--- config.mk ---
export PLATFORM = sky130hd
export DESIGN_NAME = imem_loader
export DESIGN_NICKNAME = d
export VERILOG_FILES = /design/src/rtl/imem_loader.sv
export SDC_FILE = /design/constraint.sdc
export NUM_CORES = 1
export LEC_CHECK = 0
export BUFFER_PORTS_ARGS = -buffer_cell sky130_fd_sc_hd__buf_4
export CORE_MARGIN = 3
export CORE_UTILIZATION = 52
export DETAILED_ROUTE_END_ITERATION = 10
export PLACE_DENSITY = 0.88
export SLEW_MARGIN = 10
export SYNTH_ARGS = -nofsm -noshare
export SYNTH_HDL_FRONTEND = slang
export SYNTH_SLANG_ARGS = --single-unit
--- constraint.sdc ---
create_clock -name clk -period 2.3 [get_ports clk]
set_input_delay 0.345 -clock clk [delete_from_list [all_inputs] [get_ports clk]]
set_output_delay 0.345 -clock clk [all_outputs]
set_load 0.005 [all_outputs]
--- src/rtl/imem_loader.sv ---
// imem_loader: boot-time byte-stream loader for the instruction memory.
// Holds the core in reset until a checksummed image has been written.
module imem_loader #(
  parameter int         ADDR_WIDTH = 10,
  parameter logic [7:0] SYNC_BYTE  = 8'hA5
) (
  input  logic                  clk,
  input  logic                  rst,
  input  logic                  in_valid,
  input  logic [7:0]            in_data,
  output logic                  in_ready,
  output logic                  imem_we,
  output logic [ADDR_WIDTH-1:0] imem_addr,
  output logic [31:0]           imem_wdata,
  output logic                  cpu_rst_n,
  output logic                  load_done,
  output logic                  load_err,
  output logic [ADDR_WIDTH:0]   words_loaded
);

  typedef enum logic [2:0] {
    S_IDLE,
    S_LEN0,
    S_LEN1,
    S_DATA,
    S_CSUM,
    S_DONE,
    S_ERROR
  } state_t;

  state_t      r_state;
  state_t      w_next;
  logic [15:0] r_len;
  logic [7:0]  r_csum;
  logic [1:0]  r_bcnt;
  logic [23:0] r_wbuf;
  logic        w_fire;
  logic        w_sync;
  logic        w_big;
  logic        w_last;
  logic        w_ok;
  logic [15:0] w_n;

  assign in_ready = (r_state != S_DONE);
  assign w_fire   = in_valid && in_ready;
  assign w_sync   = (in_data == SYNC_BYTE);
  assign w_n      = {in_data, r_len[7:0]};
  assign w_big    = 32'(w_n) > (32'd1 << ADDR_WIDTH);
  // At the 4th byte the previous word's write has already retired,
  // so words_loaded is the index of the word being completed.
  assign w_last   = 32'(words_loaded) == (32'(r_len) - 32'd1);
  assign w_ok     = (r_csum == in_data);

  // State register
  always_ff @(posedge clk or negedge rst) begin
    if (!rst) r_state <= S_IDLE;
    else      r_state <= w_next;
  end

  // Frame parser: advances only on an accepted byte
  always_comb begin
    w_next = r_state;
    if (w_fire) begin
      unique case (r_state)
        S_IDLE, S_ERROR: if (w_sync) w_next = S_LEN0;
        S_LEN0: w_next = S_LEN1;
        S_LEN1: begin
          if (w_big)           w_next = S_ERROR;
          else if (w_n == '0)  w_next = S_CSUM;
          else                 w_next = S_DATA;
        end
        S_DATA: if (r_bcnt == 2'd3 && w_last) w_next = S_CSUM;
        S_CSUM: w_next = w_ok ? S_DONE : S_ERROR;
        default: w_next = r_state;
      endcase
    end
  end

  // Length/checksum capture, word assembly and registered outputs
  always_ff @(posedge clk or negedge rst) begin
    if (!rst) begin
      r_len        <= '0;
      r_csum       <= '0;
      r_bcnt       <= '0;
      r_wbuf       <= '0;
      imem_we      <= 1'b0;
      imem_addr    <= '0;
      imem_wdata   <= '0;
      cpu_rst_n    <= 1'b0;
      load_done    <= 1'b0;
      load_err     <= 1'b0;
      words_loaded <= '0;
    end else begin
      imem_we <= 1'b0;
      if (imem_we) words_loaded <= words_loaded + 1'b1;
      if (w_fire) begin
        unique case (r_state)
          S_IDLE, S_ERROR: begin
            if (w_sync) begin
              r_csum       <= '0;
              r_bcnt       <= '0;
              words_loaded <= '0;
              load_err     <= 1'b0;
            end
          end
          S_LEN0: begin
            r_len[7:0] <= in_data;
            r_csum     <= r_csum ^ in_data;
          end
          S_LEN1: begin
            r_len  <= w_n;
            r_csum <= r_csum ^ in_data;
            if (w_big) load_err <= 1'b1;
          end
          S_DATA: begin
            r_csum <= r_csum ^ in_data;
            r_bcnt <= r_bcnt + 2'd1;
            unique case (r_bcnt)
              2'd0: r_wbuf[7:0]   <= in_data;
              2'd1: r_wbuf[15:8]  <= in_data;
              2'd2: r_wbuf[23:16] <= in_data;
              default: begin
                imem_we    <= 1'b1;
                imem_addr  <= words_loaded[ADDR_WIDTH-1:0];
                imem_wdata <= {in_data, r_wbuf};
              end
            endcase
          end
          S_CSUM: begin
            if (w_ok) begin
              load_done <= 1'b1;
              cpu_rst_n <= 1'b1;
            end else begin
              load_err  <= 1'b1;
            end
          end
          default: ;
        endcase
      end
    end
  end

endmodule

==> summary.txt <==
Status
  • Status: complete, but fails checks
  • Failing checks: setup timing

Power and ir drop
  • Leakage: 2.71 nW
  • Overall power: 0.00742 W
  • Pwr dens: 1190 nW/um2
  • Max IR drop VDD: 0.745 mV

Floorplanning
  • Die W: 106 um
  • Core Region: 9460 um2
  • Starting density of the core: 54.7%
  • IO Pins: 69
  • Rows: 35
  • Die height: 106 um
  • Die area: 11200 um2

Synth
  • Warnings, synthesis: 0
  • Syn Nets: 453
  • Post-synth EDFFs: 0
  • Post-synth ARST share: 100%
  • Yosys reg bits: 109
  • Most used DFF post-synth: dfrtp_1
  • Post-Syn Instances: 434
  • Mapped Avg Cell Area: 11.9 um2
  • Count of cell types in the netlist: 57
  • Post-Syn Area: 5180 um2
  • Sequential share of the synthesized area: 52.7%

Cells and area
  • Nets@finish: 536
  • N_diodes: 0
  • Share of cells above drive strength 1: 41.0%
  • Synthesis-to-finish area growth: 20.0%
  • Post-route insts no fill: 651

Timing
  • Worst Skew: 12.3 ps
  • Slew @ Worst Pin: 592 ps
  • Max Fclk: 0.424 GHz
  • Setup Total Neg Slack: -102 ps
  • Hold slack: 330 ps
  • Slew Viols, Final: 0
  • Setup ws final: -60.7 ps
  • Period Utilization, post-route: 103%
  • Slew Limit Headroom: 60.4%
  • Endpoints failing hold: 0
  • RSZ-0062 raised after global routing: yes
  • Final Setup Violations: 2
  • Final Critical Period: 2360 ps

Setup path
  • Kind of critical path: reg -> reg
  • CP delay by family, top: simple AND/OR/NAND/NOR gates
  • Crit path max fanout: 7
  • CP Buf/Inv Count: 0
  • Worst path arrival time: 2630 ps
  • Slowest library cell on the worst path: or3_2
  • Crit path capture type: register
  • CP required: 2570 ps
  • Worst path cell trace: or3_2 > nor2_1 > a31oi_1 > nor3b_1 > nand4_1 > a221oi_2
  • Startpoint types: register
  • Slowest stage delay, CP: 510 ps

Run
  • Max cap viols: 0

Clock tree
  • # clock sinks: 109
  • CTS max path bufs: 2
  • Num CTS Buffers: 9
  • Clk slew on worst S/H paths: 100 ps
  • Clock Latency Late Sink: 360 ps
  • CTS tree: built
  • CTS HTree Levels: 3
  • Clock root cell: clkbuf_8

Routing
  • DRC Markers: 0
  • Avg WL per Cell: 19.1 um
  • DRT Wirelength: 12400 um
  • Via count: 3847
  • Initial drt markers: 324
  • DRT antenna net count: 0
  • Via-to-Cell Ratio: 5.91
  • Drt pass-1 iters: 5

Global routing
  • Vias in the first global route: 3977
  • Overflow after GRT: 0
  • Largest net degree at the start of global routing: 48
  • First-pass GRT wire length: 20100 um
  • GR Util All Layers: 22.3%
  • Initial antenna violation count: 0

Placed design
  • GP Congestion: 0.950
  • Placed Cells incl. Taps: 632
  • Count of input and output buffers: 68
  • DPL Wire Length: 8300 um

Min path
  • Hold Crit Class: in -> reg
## power breakdown
group | internal, W | switching [W] | total [W]
combinational | 0.00170 | 0.00122 | 0.00292
clock | 0.000417 | 0.000674 | 0.00109
sequential | 0.00273 | 0.000677 | 0.00341
total | 0.00485 | 0.00257 | 0.00742
## timing repair
action,CTS,global route
pin swaps,3,3
endpoints found under the hold margin,44,0
buffers inserted,2,0
resized for setup,3,9
cloned,0,0
endpoints found under the setup margin,3,3
hold buffers,1,0
## stage by stage
| stage | util (%) | instance area, um2 | setup slack [ps] |
|---|---|---|---|
| 6_report | 65.7 | 6210 | -60.7 |
| 5_1_grt | 65.7 | 6210 | -130 |
| 4_1_cts | 65.2 | 6170 | 0.631 |
| 3_5_place_dp | 63.0 | 5960 | -101 |
| 3_3_place_gp | 63.0 | 5960 | 24.0 |
| 2_1_floorplan | - | 5190 | 2.69 |
## flip-flops by register name (all words and copies together), names as in the netlist
signal / flops
imem_we: 1
imem_wdata: 32
r_bcnt: 2
r_csum: 8
r_wbuf: 24
r_state: 3
r_len: 16
load_err: 1
load_done: 1
words_loaded: 11
imem_addr: 10
## worst reg2reg max path: cells and delay by family (launching register included)
| family | cells | cell delay [ps] |
|---|---|---|
| AO/OA/AOI/OAI | 2 | 510 |
| flip-flops | 1 | 470 |
| AND/OR/NAND/NOR | 4 | 1290 |
## cells in the final DEF (no fill, tap or decap), types with 2 or more instances in the layout
cell,n
inv_1,7
nand2_1,17
o41ai_1,2
or3_1,3
o211ai_1,2
nor2_1,33
nand3_1,5
nand2b_1,11
nor3_1,7
a21oi_1,5
xnor2_1,10
clkbuf_8,9
nor4_1,3
mux2i_1,2
dfrtp_1,109
mux2_2,81
xor2_1,23
ha_1,7
a31oi_1,2
o21ai_0,20
or3_4,2
inv_2,2
clkinv_4,3
nor2b_1,2
o22ai_1,2
buf_4,95
nand4_1,10
inv_6,2
o31ai_1,4
## cells by family (layout without fill, tap and decap cells)
kind of cell    after synthesis  in the layout  synth area share, %
compound gates               56             56                 7.47
xor+xnor                     34             34                 5.75
fa+ha+maj                     8              8                 1.93
buf+inv                      34            122                 2.88
flops                       109            109                 52.7
mux                          83             83                 18.0
simple gates                110            110                 11.3
## worst paths after layout
path | startpoint | end | slack (ps) | depth (start not counted)
max | r_len[3] | r_state[2] | -60 | 6
min | in_data[0] | r_len[0] | 330 | 3
max reg2reg | r_len[3] | r_state[2] | -60 | 6
min reg2reg | r_wbuf[17] | imem_wdata[17] | 510 | 1
max in group asynchronous | rst | r_len[11] | 1090 | 3
min in group asynchronous | rst | imem_wdata[10] | 530 | 2
## cell usage after synthesis (2+ instances only)
| library cell | instances | area (um2) |
|---|---|---|
| dfrtp_1 | 109 | 2730 |
| mux2_2 | 81 | 912 |
| nor2_1 | 34 | 128 |
| xor2_1 | 23 | 201 |
| o21ai_0 | 21 | 105 |
| clkbuf_1 | 20 | 75.1 |
| nand2_1 | 18 | 67.6 |
| nand2b_1 | 11 | 68.8 |
| xnor2_1 | 11 | 96.3 |
| nand4_1 | 10 | 62.6 |
| inv_1 | 9 | 33.8 |
| ha_1 | 8 | 100 |
| nor3_1 | 7 | 35.0 |
| a21oi_1 | 5 | 25.0 |
| nand3_1 | 5 | 25.0 |
| o31ai_1 | 5 | 37.5 |
| nor4_1 | 3 | 18.8 |
| or3_1 | 3 | 18.8 |
| a31oi_1 | 2 | 12.5 |
| buf_2 | 2 | 10.0 |
| buf_6 | 2 | 22.5 |
| mux2i_1 | 2 | 20.0 |
| nor2b_1 | 2 | 12.5 |
| nor3b_1 | 2 | 15.0 |
| o2111ai_1 | 2 | 17.5 |
| o211ai_1 | 2 | 15.0 |
| o22ai_1 | 2 | 12.5 |
| o41ai_1 | 2 | 17.5 |
| or3_4 | 2 | 22.5 |
| or4_1 | 2 | 15.0 |
## per-layer routing
| layer | global-route usage [%] | share of wire, % | up-vias |
|---|---|---|---|
| met5 | 0 | 0 | - |
| met1 | 29.5 | 41 | 1899 |
| met4 | 7.77 | 3.7 | 0 |
| met2 | 36.2 | 48 | 189 |
| li1 | - | - | 1701 |
| met3 | 5.08 | 6.8 | 58 |
## area by class of cell
cell class	instances	area, um2
clock buffers	10	128
clock inverters	6	55.1
fillers	697	3250
inverters	9	33.8
multi-input cells	291	2360
flip-flops and latches	109	2730
well taps	129	161
repair buffers	97	743
No activity file was read; power rests on OpenSTA's default activity.
